===== src/rtl/qpsk_demod_if.sv =====
// ---------------------------------------------------------------------------
// qpsk_demod_if
// Sample/bit bundle for the QPSK integrate-and-dump demodulator.
//   gate     : sample enable (source -> demod)
//   sync     : realign request, overrides gate (source -> demod)
//   real_in  : signed I sample, 16 bit (source -> demod)
//   imag_in  : signed Q sample, 16 bit (source -> demod)
//   bit1     : recovered I bit (demod -> sink)
//   bit2     : recovered Q bit (demod -> sink)
//   valid    : one-cycle strobe, bits/soft values are new (demod -> sink)
//   re_soft  : signed I symbol sum, ACC_W bit (demod -> sink)
//   im_soft  : signed Q symbol sum, ACC_W bit (demod -> sink)
// master = sample source / bit sink side, slave = the demodulator.
// ---------------------------------------------------------------------------
interface qpsk_demod_if #(
  parameter int ACC_W = 20
);
  logic                    gate;
  logic                    sync;
  logic signed [15:0]      real_in;
  logic signed [15:0]      imag_in;
  logic                    bit1;
  logic                    bit2;
  logic                    valid;
  logic signed [ACC_W-1:0] re_soft;
  logic signed [ACC_W-1:0] im_soft;

  modport master (
    output gate, sync, real_in, imag_in,
    input  bit1, bit2, valid, re_soft, im_soft
  );

  modport slave (
    input  gate, sync, real_in, imag_in,
    output bit1, bit2, valid, re_soft, im_soft
  );
endinterface


===== src/rtl/qpsk_demod.sv =====
// ---------------------------------------------------------------------------
// qpsk_demod
// Receive-side QPSK demodulator: integrate-and-dump matched filter over OSR
// gated I/Q samples, hard slicing to (bit1, bit2) plus soft sums, with a
// one-cycle valid strobe per symbol. After reset or sync the first SKIP gated
// samples are discarded to absorb the transmit pipeline latency.
// Ports:
//   clk  : system clock
//   rst  : asynchronous reset, active-high
//   bus  : qpsk_demod_if.slave (gate, sync, real_in, imag_in in;
//          bit1, bit2, valid, re_soft, im_soft out)
// ---------------------------------------------------------------------------
module qpsk_demod #(
  parameter int OSR   = 8,
  parameter int SKIP  = 70,
  parameter int ACC_W = 20
) (
  input  logic          clk,
  input  logic          rst,
  qpsk_demod_if.slave   bus
);

  localparam int PH_W   = (OSR > 1) ? $clog2(OSR) : 1;
  localparam int SKIP_W = (SKIP > 2) ? $clog2(SKIP) : 1;
  localparam logic [PH_W-1:0]   PH_LAST   = PH_W'(OSR - 1);
  localparam logic [SKIP_W-1:0] SKIP_LAST = SKIP_W'((SKIP > 0) ? SKIP - 1 : 0);

  typedef enum logic {ALIGN, RUN} state_t;

  state_t                  r_state;
  state_t                  w_state_nxt;
  logic [SKIP_W-1:0]       r_skip_cnt;
  logic [PH_W-1:0]         r_phase;
  logic signed [ACC_W-1:0] r_acc_re;
  logic signed [ACC_W-1:0] r_acc_im;
  logic signed [ACC_W-1:0] r_re_soft;
  logic signed [ACC_W-1:0] r_im_soft;
  logic                    r_bit1;
  logic                    r_bit2;
  logic                    r_valid;

  logic                    w_accept;
  logic                    w_dump;
  logic signed [ACC_W-1:0] w_sum_re;
  logic signed [ACC_W-1:0] w_sum_im;

  function automatic logic signed [ACC_W-1:0] sext16(input logic signed [15:0] x);
    return {{(ACC_W-16){x[15]}}, x};
  endfunction

  // Slicer: negative sum -> 1; an exact zero decides as 0.
  function automatic logic slice(input logic signed [ACC_W-1:0] s);
    return s[ACC_W-1];
  endfunction

  // Accumulate / slice stage: combinational sum of the running total and the
  // current sample, plus FSM next-state.
  always_comb begin
    w_state_nxt = r_state;
    w_accept    = 1'b0;
    w_dump      = 1'b0;
    w_sum_re    = r_acc_re + sext16(bus.real_in);
    w_sum_im    = r_acc_im + sext16(bus.imag_in);
    if (bus.sync) begin
      w_state_nxt = ALIGN;
    end else begin
      case (r_state)
        ALIGN: begin
          // SKIP=0 leaves ALIGN on the first clock regardless of gate.
          if (SKIP == 0)
            w_state_nxt = RUN;
          else if (bus.gate && (r_skip_cnt == SKIP_LAST))
            w_state_nxt = RUN;
        end
        RUN: begin
          w_accept = bus.gate;
          w_dump   = bus.gate && (r_phase == PH_LAST);
        end
        default: w_state_nxt = ALIGN;
      endcase
    end
  end

  always_ff @(posedge clk or posedge rst) begin
    if (rst) r_state <= ALIGN;
    else     r_state <= w_state_nxt;
  end

  // Register stage: counters, accumulators and the dumped symbol outputs.
  always_ff @(posedge clk or posedge rst) begin
    if (rst) begin
      r_skip_cnt <= '0;
      r_phase    <= '0;
      r_acc_re   <= '0;
      r_acc_im   <= '0;
      r_re_soft  <= '0;
      r_im_soft  <= '0;
      r_bit1     <= 1'b0;
      r_bit2     <= 1'b0;
      r_valid    <= 1'b0;
    end else if (bus.sync) begin
      // Realign: drop any partial symbol, keep the last decided outputs.
      r_skip_cnt <= '0;
      r_phase    <= '0;
      r_acc_re   <= '0;
      r_acc_im   <= '0;
      r_valid    <= 1'b0;
    end else begin
      r_valid <= w_dump;
      if (r_state == ALIGN && bus.gate) begin
        if (w_state_nxt == RUN) r_skip_cnt <= '0;
        else                    r_skip_cnt <= r_skip_cnt + SKIP_W'(1);
      end
      if (w_dump) begin
        r_re_soft <= w_sum_re;
        r_im_soft <= w_sum_im;
        r_bit1    <= slice(w_sum_re);
        r_bit2    <= slice(w_sum_im);
        r_acc_re  <= '0;
        r_acc_im  <= '0;
        r_phase   <= '0;
      end else if (w_accept) begin
        r_acc_re  <= w_sum_re;
        r_acc_im  <= w_sum_im;
        r_phase   <= r_phase + PH_W'(1);
      end
    end
  end

  assign bus.bit1    = r_bit1;
  assign bus.bit2    = r_bit2;
  assign bus.valid   = r_valid;
  assign bus.re_soft = r_re_soft;
  assign bus.im_soft = r_im_soft;

endmodule

===== src/flat_wrapper.sv =====
// flat-port wrapper written by rule: the top's interface ports become plain ports
module qpsk_demod_flat 
#(
  parameter int OSR   = 8,
  parameter int SKIP  = 70,
  parameter int ACC_W = 20
)
  (clk, rst, bus_gate, bus_sync, bus_real_in, bus_imag_in, bus_bit1, bus_bit2, bus_valid, bus_re_soft, bus_im_soft);
  qpsk_demod_if #(.ACC_W(ACC_W)) bus_i ();
  input  logic clk;
  input  logic rst;
  input wire logic [$bits(bus_i.gate)-1:0] bus_gate;
  input wire logic [$bits(bus_i.sync)-1:0] bus_sync;
  input wire logic [$bits(bus_i.real_in)-1:0] bus_real_in;
  input wire logic [$bits(bus_i.imag_in)-1:0] bus_imag_in;
  output wire logic [$bits(bus_i.bit1)-1:0] bus_bit1;
  output wire logic [$bits(bus_i.bit2)-1:0] bus_bit2;
  output wire logic [$bits(bus_i.valid)-1:0] bus_valid;
  output wire logic [$bits(bus_i.re_soft)-1:0] bus_re_soft;
  output wire logic [$bits(bus_i.im_soft)-1:0] bus_im_soft;
  assign bus_i.gate = bus_gate;
  assign bus_i.sync = bus_sync;
  assign bus_i.real_in = bus_real_in;
  assign bus_i.imag_in = bus_imag_in;
  assign bus_bit1 = bus_i.bit1;
  assign bus_bit2 = bus_i.bit2;
  assign bus_valid = bus_i.valid;
  assign bus_re_soft = bus_i.re_soft;
  assign bus_im_soft = bus_i.im_soft;
  qpsk_demod #(.OSR(OSR), .SKIP(SKIP), .ACC_W(ACC_W)) u_core (.clk(clk), .rst(rst), .bus(bus_i));
endmodule

===== config.mk =====
export PLATFORM = sky130hd
export DESIGN_NAME = qpsk_demod_flat
export DESIGN_NICKNAME = d
export VERILOG_FILES = /design/src/rtl/qpsk_demod_if.sv /design/src/rtl/qpsk_demod.sv /design/src/flat_wrapper.sv
export SDC_FILE = /design/constraint.sdc
export NUM_CORES = 1
export LEC_CHECK = 0
export CORE_UTILIZATION = 55
export CTS_CLUSTER_DIAMETER = 150
export DETAILED_ROUTE_END_ITERATION = 10
export PLACE_DENSITY_LB_ADDON = 0.15
export SYNTH_ARGS = -nofsm -noshare
export SYNTH_HDL_FRONTEND = slang
export SYNTH_SLANG_ARGS = --single-unit

===== constraint.sdc =====
create_clock -name clk -period 3.8 [get_ports clk]
set_input_delay 0.76 -clock clk [delete_from_list [all_inputs] [get_ports clk]]
set_output_delay 0.76 -clock clk [all_outputs]
set_load 0.01 [all_outputs]

**After elaboration in Yosys (flattened, before gate mapping)**

Index checks and enable logic that the tools add are counted.

- Equality and inequality tests: 2
- $add $sub $neg: 4
- Multiplexer cells: 20
- Shifts and indexed selects: 0
- Bitwise gates (word level): 2
- Reductions and logical operators: 6
- Div/mod/pow operators: 0
- $lt $le $gt $ge: 0
- $mul: 0

Operator list:

| operator | count |
|---|---|
| $mux 20 | 6 |
| $add 20x16->20 | 2 |
| $mux 7 | 3 |
| $mux 3 | 3 |
| $mux 1 | 8 |
| $add 7x1->7 const B | 1 |
| $eq 7x7->1 const B | 1 |
| $add 3x1->3 const B | 1 |
| $eq 3x3->1 const B | 1 |
| $logic_and 1x1->1 | 3 |
| $reduce_bool 3->1 | 1 |
| $not 1->1 | 2 |
| $reduce_and 2->1 | 1 |
| $reduce_bool 2->1 | 1 |

- Output and inout port bits: 43
- Bits in latches: 0
- Memory bits (read-only): 0
- Bits of input ports: 36
- Flip-flop bits (word level): 94
- Bits in writable memories: 0
- Memories: 0

**Logic depth before layout (Yosys ltp)**

Gate-level depths: netlist of run 1.

- Depth after elaboration: 8
- Mapped depth: 12

**Worst setup path after synthesis of run 1**

Ideal clock, no wire load.

- Path kind: input-to-reg
- Start point: input bus_imag_in[0]
- End point: register u_core.r_im_soft[18], in the netlist u_core.bus.im_soft[18]
- Stages on the path: 12
- Path buffers: 0
- Data arrival time: 2765 ps
- Library setup time: 134 ps
- Slack: 901 ps
- Cells stage by stage: ha_1 -> inv_1 -> fa_1 -> nor2b_1 -> o21ai_0 -> a21boi_1 -> o311ai_0 -> and3b_1 -> o31ai_2 -> nand2_1 -> a31oi_1 -> o22ai_1

- Word-level cells in the longest chain between the ends: 1

RTL lines:

| what | line | RTL |
|---|---|---|
| start, declared | flat_wrapper.sv:15 | `input wire logic [$bits(bus_i.imag_in)-1:0] bus_imag_in;` |
| $add 20x16->20 | qpsk_demod.sv:63 | `w_sum_im = r_acc_im + sext16(bus.imag_in);` |
| end signal, assigned | qpsk_demod.sv:116 | `r_im_soft <= w_sum_im;` |
| end, declared | qpsk_demod.sv:37 | `logic signed [ACC_W-1:0] r_im_soft;` |

No other way between the ends.
A chain may end at the register's enable or synchronous reset.

**Worst setup path in the final report of run 1**

Same ends and word-level chain as after synthesis.

==> flow_summary.json, run 1 <==
{
  "status": "finished, final reports clean",
  "drc": 0,
  "crit_type": "input pin to flip-flop",
  "final.setup.worst_slack_ps": 428,
  "drt_iter0_drc": 189,
  "grt_pass1_vias": 4234,
  "cts_max_level": 3,
  "dr_wl_met2_mm": 5.50,
  "syn_inst": 559,
  "tns_ps": 0,
  "fp.dieH_um": 100,
  "avgRoutedWirePerCell_um": 15.1,
  "ys_warn_count": 0,
  "clk_pin_slew_ps": 90,
  "hold_path_class": "flip-flop to flip-flop",
  "grt_max_degree": 51,
  "totalPowerFinal_mw": 1.90,
  "synth_top_area_share_pct": 43.3,
  "syn-cell-area_mm2": 0.00532,
  "pre_cts_slack_ps": 77.7,
  "cts-root-buf": "clkbuf_8",
  "synth.mux.area_fraction_pct": 2.89,
  "place.port_buffers": 78,
  "grt_first_pass_wirelength_mm": 19.7,
  "grt_usage_pct": 24.8,
  "hold_buffers": 0,
  "end_kind": "flip-flop",
  "relSlewSlack_pct": 44.2,
  "synthTopCellsByCount": "dfrtp_1, nand2_1, o21ai_0, ha_1, nor2_1",
  "synth_seq_cells": 92,
  "clock_latency_ps": 360,
  "coreArea_mm2": 0.00933,
  "firstDrtPassIters": 4,
  "synth.net_count": 639,
  "whs_path_depth": 2,
  "rows": 35,
  "wl_met1_mm": 5.53,
  "seq_area_frac_synth_pct": 43.3,
  "cellPowerDensity_mw_per_mm2": 292,
  "setup_viol": 0,
  "synth_edf_count": 0,
  "drive_gt1_share_pct": 7.97,
  "synth_area_leaders": "dfrtp_1, ha_1, nand2_1, o21ai_0, xnor2_1",
  "top_layer_used": "met4",
  "postCtsSetupBuffers": 0,
  "antenna_found_initial": 0,
  "drv_cap": 0,
  "postCtsResizedCells": 0,
  "synth_most_common_cell": "dfrtp_1",
  "holdWs_ps": 477,
  "overflow": 0,
  "ys_async_sr_fraction_pct": 100,
  "synth_fa_ha_area_share_pct": 10.6,
  "nNetsFinal": 715,
  "area_growth_pct": 22.0,
  "die_area_mm2": 0.0101,
  "antenna_cells": 0,
  "fillers": 750,
  "clk_path_buf_depth": 2,
  "worstRegToRegCells": 12,
  "irDropWorstVdd_uv": 137,
  "tightest_slew_ps": 838,
  "initial_utilization_pct": 57.1,
  "synth_area_per_cell_um2": 9.52,
  "gp_congestion": 0.857,
  "synth_xor_area_share_pct": 5.59,
  "fmax_mhz": 297,
  "tritoncts": "built",
  "cp.required_ps": 4040,
  "routed-wl-met3_um": 441,
  "clock-sinks": 92,
  "vias": 4293,
  "pin_count": 79,
  "dp_hpwl_mm": 8.30,
  "hold_viol_final": 0,
  "routed_wl_mm": 11.6,
  "synth_compound_area_share_pct": 20.9,
  "rsz0062_at_grt": "no",
  "cp.arrival_ps": 3610,
  "cts_buffers": 9,
  "finalClockSkew_ps": 10.5,
  "start_kind": "input pin",
  "vias_per_cell": 5.58,
  "drtAntennaViolNets": 0,
  "timing.final.max_slew_violations": 0,
  "die_x_um": 100,
  "yosysUniqueCellTypes": 54,
  "synth_top_area_cell": "dfrtp_1",
  "synthSimpleGateAreaFrac_pct": 13.6,
  "critPathMaxFanout": 3,
  "synth_ff_type": "dfrtp_1",
  "leakagePower_nw": 3.04,
  "fin_crit_sh_pct": 88.7,
  "finalCriticalPeriod_ps": 3370,
  "synth_top_family_by_area": "compound AO/OA/AOI/OAI gates"
}
cells in the final DEF, fill, tap and decap left out, drive strengths merged, types with 2 or more instances in the layout:
cell / instances
nor2: 39
buf: 8
a31oi: 4
nor3: 3
or3: 4
a21o: 8
o21bai: 2
o311ai: 2
nand2b: 10
o31ai: 5
xor2: 13
nor2b: 3
clkbuf: 10
clkinv: 3
bufinv: 2
o22ai: 4
nand3: 8
nand4: 5
o21a: 4
mux2i: 3
clkdlybuf4s50: 78
o21ai: 64
ha: 42
fa: 2
a22o: 19
a211oi: 5
a21oi: 31
nand2: 87
inv: 21
mux2: 11
o221ai: 3
a22oi: 7
xnor2: 21
a211o: 2
dfrtp: 92
final timing paths:
| check | slack, ps | endpoint | from |
|---|---|---|---|
| min in group asynchronous | 850 | u_core.bus.im_soft[2] | rst |
| setup / recovery | 430 | u_core.bus.im_soft[18] | bus_imag_in[0] |
| hold reg to reg | 480 | u_core.bus.re_soft[18] | u_core.bus.re_soft[18] |
| max in group asynchronous | 2230 | u_core.r_acc_im[19] | rst |
| hold / removal | 480 | u_core.bus.re_soft[18] | u_core.bus.re_soft[18] |
| setup reg to reg | 930 | u_core.bus.im_soft[18] | u_core.r_acc_im[0] |
flip-flops by register name, summed over array words and instances, names as in the netlist:
register and flops:
u_core.r_acc_re 20, u_core.bus.valid 1, u_core.bus.bit1 1, u_core.r_state 1, u_core.r_skip_cnt 7, u_core.bus.re_soft 19, u_core.bus.im_soft 20, u_core.r_phase 3
u_core.r_acc_im 20
critical path, stage by stage:
cell             delay [ps]
clkdlybuf4s50_1         470
ha_1                    190
inv_1                    70
fa_1                    400
nor2b_1                 110
o21ai_0                 100
a21boi_1                250
o311ai_0                200
and3b_1                 270
o31ai_2                 360
nand2_1                  90
a31oi_1                 230
o22ai_1                 100
layout make-up:
class                      count  area (um^2)  share of cell area [%]
sequential                    92         2300                    35.5
multi-input combinational    425         2870                    44.2
tap                          129          161                    2.49
inverter                      21         80.1                    1.23
clock inverter                 6         86.3                    1.33
timing repair buffer          86          853                    13.1
clock buffer                  10          138                    2.12
per-layer routing:
| metal | vias up | global-route usage, % |
|---|---|---|
| li1 | 2144 | - |
| met1 | 2047 | 33.0 |
| met2 | 92 | 42.0 |
| met3 | 10 | 3.55 |
| met4 | 0 | 7.58 |
| met5 | - | 0 |
through the flow:
step	instance area [um^2]	cells	utilization, %
2_1_floorplan	5320	559	-
3_3_place_gp	6270	753	67.2
3_5_place_dp	6270	753	67.2
4_1_cts	6490	769	69.6
5_1_grt	6490	769	69.6
6_report	6490	769	69.6
logic make-up after synthesis:
family	Yosys count
xor+xnor	34
buf+inv	42
compound gates	168
flops	92
fa+ha+maj	44
simple gates	165
mux	14
power by group:
| group | switching (mW) | internal (mW) | leakage (nW) |
|---|---|---|---|
| Combinational | 0.0928 | 0.0712 | 1.65 |
| Sequential | 0.00268 | 0.980 | 1.28 |
| Clock | 0.361 | 0.389 | 0.113 |
| Total | 0.456 | 1.44 | 3.04 |
No activity file was read; power rests on OpenSTA's default activity.
==> inputs of run 2 (changes only) <==
ABC_CLOCK_PERIOD_IN_PS = 3800   (was default)
==> results of run 2 <==
Same layout as run 1: the final DEF is identical, and so are final timing and power.
==> inputs of run 3 (changes only) <==
CORE_MARGIN = 2   (was default)
SETUP_SLACK_MARGIN = 0.02   (was default)
==> run 3 against run 2 <==
  * Register-to-register slack barely moved
  * Worst setup slack got worse by 27 ps
  * Cell count fell by 0.13%
  * Worst hold slack improved by 1.9 ps
  * Critical endpoint is now u_core.r_acc_im[18]
==> flow_summary.json, run 3 (synthesis results as in run 1) <==
{
  "drc": 0,
  "dp_hpwl_mm": 8.61,
  "postCtsSetupBuffers": 0,
  "postCtsResizedCells": 0,
  "setup_viol": 0,
  "coreArea_mm2": 0.00933,
  "drv_cap": 0,
  "fillers": 763,
  "start_kind": "input pin",
  "grt_usage_pct": 25.2,
  "overflow": 0,
  "vias_per_cell": 5.74,
  "switchingPower_mw": 0.451,
  "use_met2_pct": 43.9,
  "cts_buffers": 9,
  "clock-sinks": 92,
  "finalCriticalPeriod_ps": 3400,
  "timing.final.max_slew_violations": 0,
  "fp.dieH_um": 102,
  "use_met3_pct": 3.28,
  "slowest_delay_ps": 490,
  "totalPowerFinal_mw": 1.83,
  "nNetsFinal": 714,
  "final_cell_mix": "dfrtp_1, nand2_1, clkdlybuf4s50_1",
  "critPathMaxFanout": 3,
  "finish.utilization_pct": 69.3,
  "relSlewSlack_pct": 48.4,
  "hold_viol_final": 0,
  "final.setup.worst_slack_ps": 401,
  "cp_cell_sequence": "clkdlybuf4s50_1 -> ha_1 -> inv_1 -> fa_1 -> nor2b_1 -> o21ai_0 -> a21boi_1 -> o311ai_0 -> and3b_1 -> o31ai_2 -> nand2_1 -> a31oi_1 -> o21ai_1",
  "antenna_cells": 0,
  "gp_congestion": 0.863,
  "clk_pin_slew_ps": 90,
  "seqPwrFrac_pct": 53.8,
  "vias": 4410,
  "hold_path_class": "flip-flop to flip-flop",
  "cts-root-buf": "clkbuf_8",
  "firstDrtPassIters": 4,
  "pin_count": 79,
  "routed_wl_mm": 12.1,
  "grt_pass1_vias": 4550,
  "area_growth_pct": 21.4,
  "tightest_slew_ps": 775,
  "leakagePower_nw": 3.03,
  "drt_iter0_drc": 246,
  "fin_crit_sh_pct": 89.4,
  "use_met1_pct": 32.7,
  "busiest_layer": "met2",
  "pre_cts_slack_ps": 45.8,
  "p_comb_share_pct": 9.0,
  "clk_path_buf_depth": 2,
  "place.port_buffers": 78,
  "hold_buffers": 0,
  "slowest_stage": "clkdlybuf4s50_1",
  "crit_type": "input pin to flip-flop",
  "clock_latency_ps": 360,
  "cts_max_level": 3,
  "swShare_pct": 24.7,
  "grt_max_degree": 53,
  "avgRoutedWirePerCell_um": 15.7,
  "tns_ps": 0,
  "cp.arrival_ps": 3610,
  "die_area_mm2": 0.0105,
  "drtAntennaViolNets": 0,
  "initial_utilization_pct": 57.1,
  "rsz0062_at_grt": "no",
  "tritoncts": "built",
  "die_x_um": 102,
  "fmax_mhz": 294,
  "antenna_found_initial": 0,
  "drive_gt1_share_pct": 7.82,
  "rows": 35,
  "grt_first_pass_wirelength_mm": 21.0,
  "end_kind": "flip-flop",
  "power_frac_clock_pct": 37.1,
  "cellPowerDensity_mw_per_mm2": 283,
  "irDropWorstVdd_uv": 171,
  "finalClockSkew_ps": 11.7,
  "layout_commonest_cell": "dfrtp_1",
  "status": "finished, final reports clean",
  "cp.required_ps": 4010,
  "intPower_mw": 1.37
}
[run 3: cell count changes in the layout (fill, tap and decap cells not counted)]
cell / change
clkinvlp_4: -1
bufinv_16: -1
buf_4: -1
clkinv_2: +1
clkinv_4: +1
[run 3: through the flow]
| stage | hold WS [ps] | std cells | area, um^2 |
|---|---|---|---|
| 6_report | 479 | 768 | 6460 |
| 5_1_grt | 517 | 768 | 6460 |
| 4_1_cts | 484 | 768 | 6460 |
| 3_5_place_dp | 463 | 752 | 6260 |
| 3_3_place_gp | 457 | 752 | 6260 |
| 2_1_floorplan | 443 | 559 | 5320 |
[run 3: per-layer routing]
metal	up-vias	routed length [um]	part of all wire, %
met5	-	0	0
met4	0	146	1.2
met3	17	515	4.3
met2	109	5990	50
met1	2143	5420	45
li1	2141	-	-
[run 3: cell type report]
cell class | instances | area, um^2 | area share (%)
Clock buffer | 10 | 138 | 2.13
Clock inverter | 6 | 62.6 | 0.968
Inverter | 21 | 80.1 | 1.24
Multi-Input combinational cell | 425 | 2870 | 44.4
Sequential cell | 92 | 2300 | 35.6
Tap cell | 129 | 161 | 2.50
Timing Repair Buffer | 85 | 846 | 13.1
[run 3: path summary, 6_finish.rpt]
kind,startpoint,to,slack (ps),cells after the start
max,bus_imag_in[0],u_core.r_acc_im[18],400,13
min,u_core.bus.re_soft[18],u_core.bus.re_soft[18],480,2
max reg2reg,u_core.r_acc_im[0],u_core.r_acc_im[18],930,12
min reg2reg,u_core.bus.re_soft[18],u_core.bus.re_soft[18],480,2
max in group asynchronous,rst,u_core.r_acc_re[6],2250,3
min in group asynchronous,rst,u_core.bus.valid,820,2
[run 3: worst max-delay path: cells and delay by family]
family,cells,cell delay (ps)
buf+inv,2,570
fa+ha+maj,2,610
simple gates,3,480
compound gates,6,1180
[run 3: power groups by stage]
stage          sequential, mW  combinational, mW  clock, mW
6_report                0.983              0.165      0.678
3_3_place_gp             1.00              0.161          0
3_5_place_dp             1.00              0.166          0
4_1_cts                 0.983              0.167      0.690
5_1_grt                 0.983              0.184      0.729
2_1_floorplan            1.00             0.0950          0
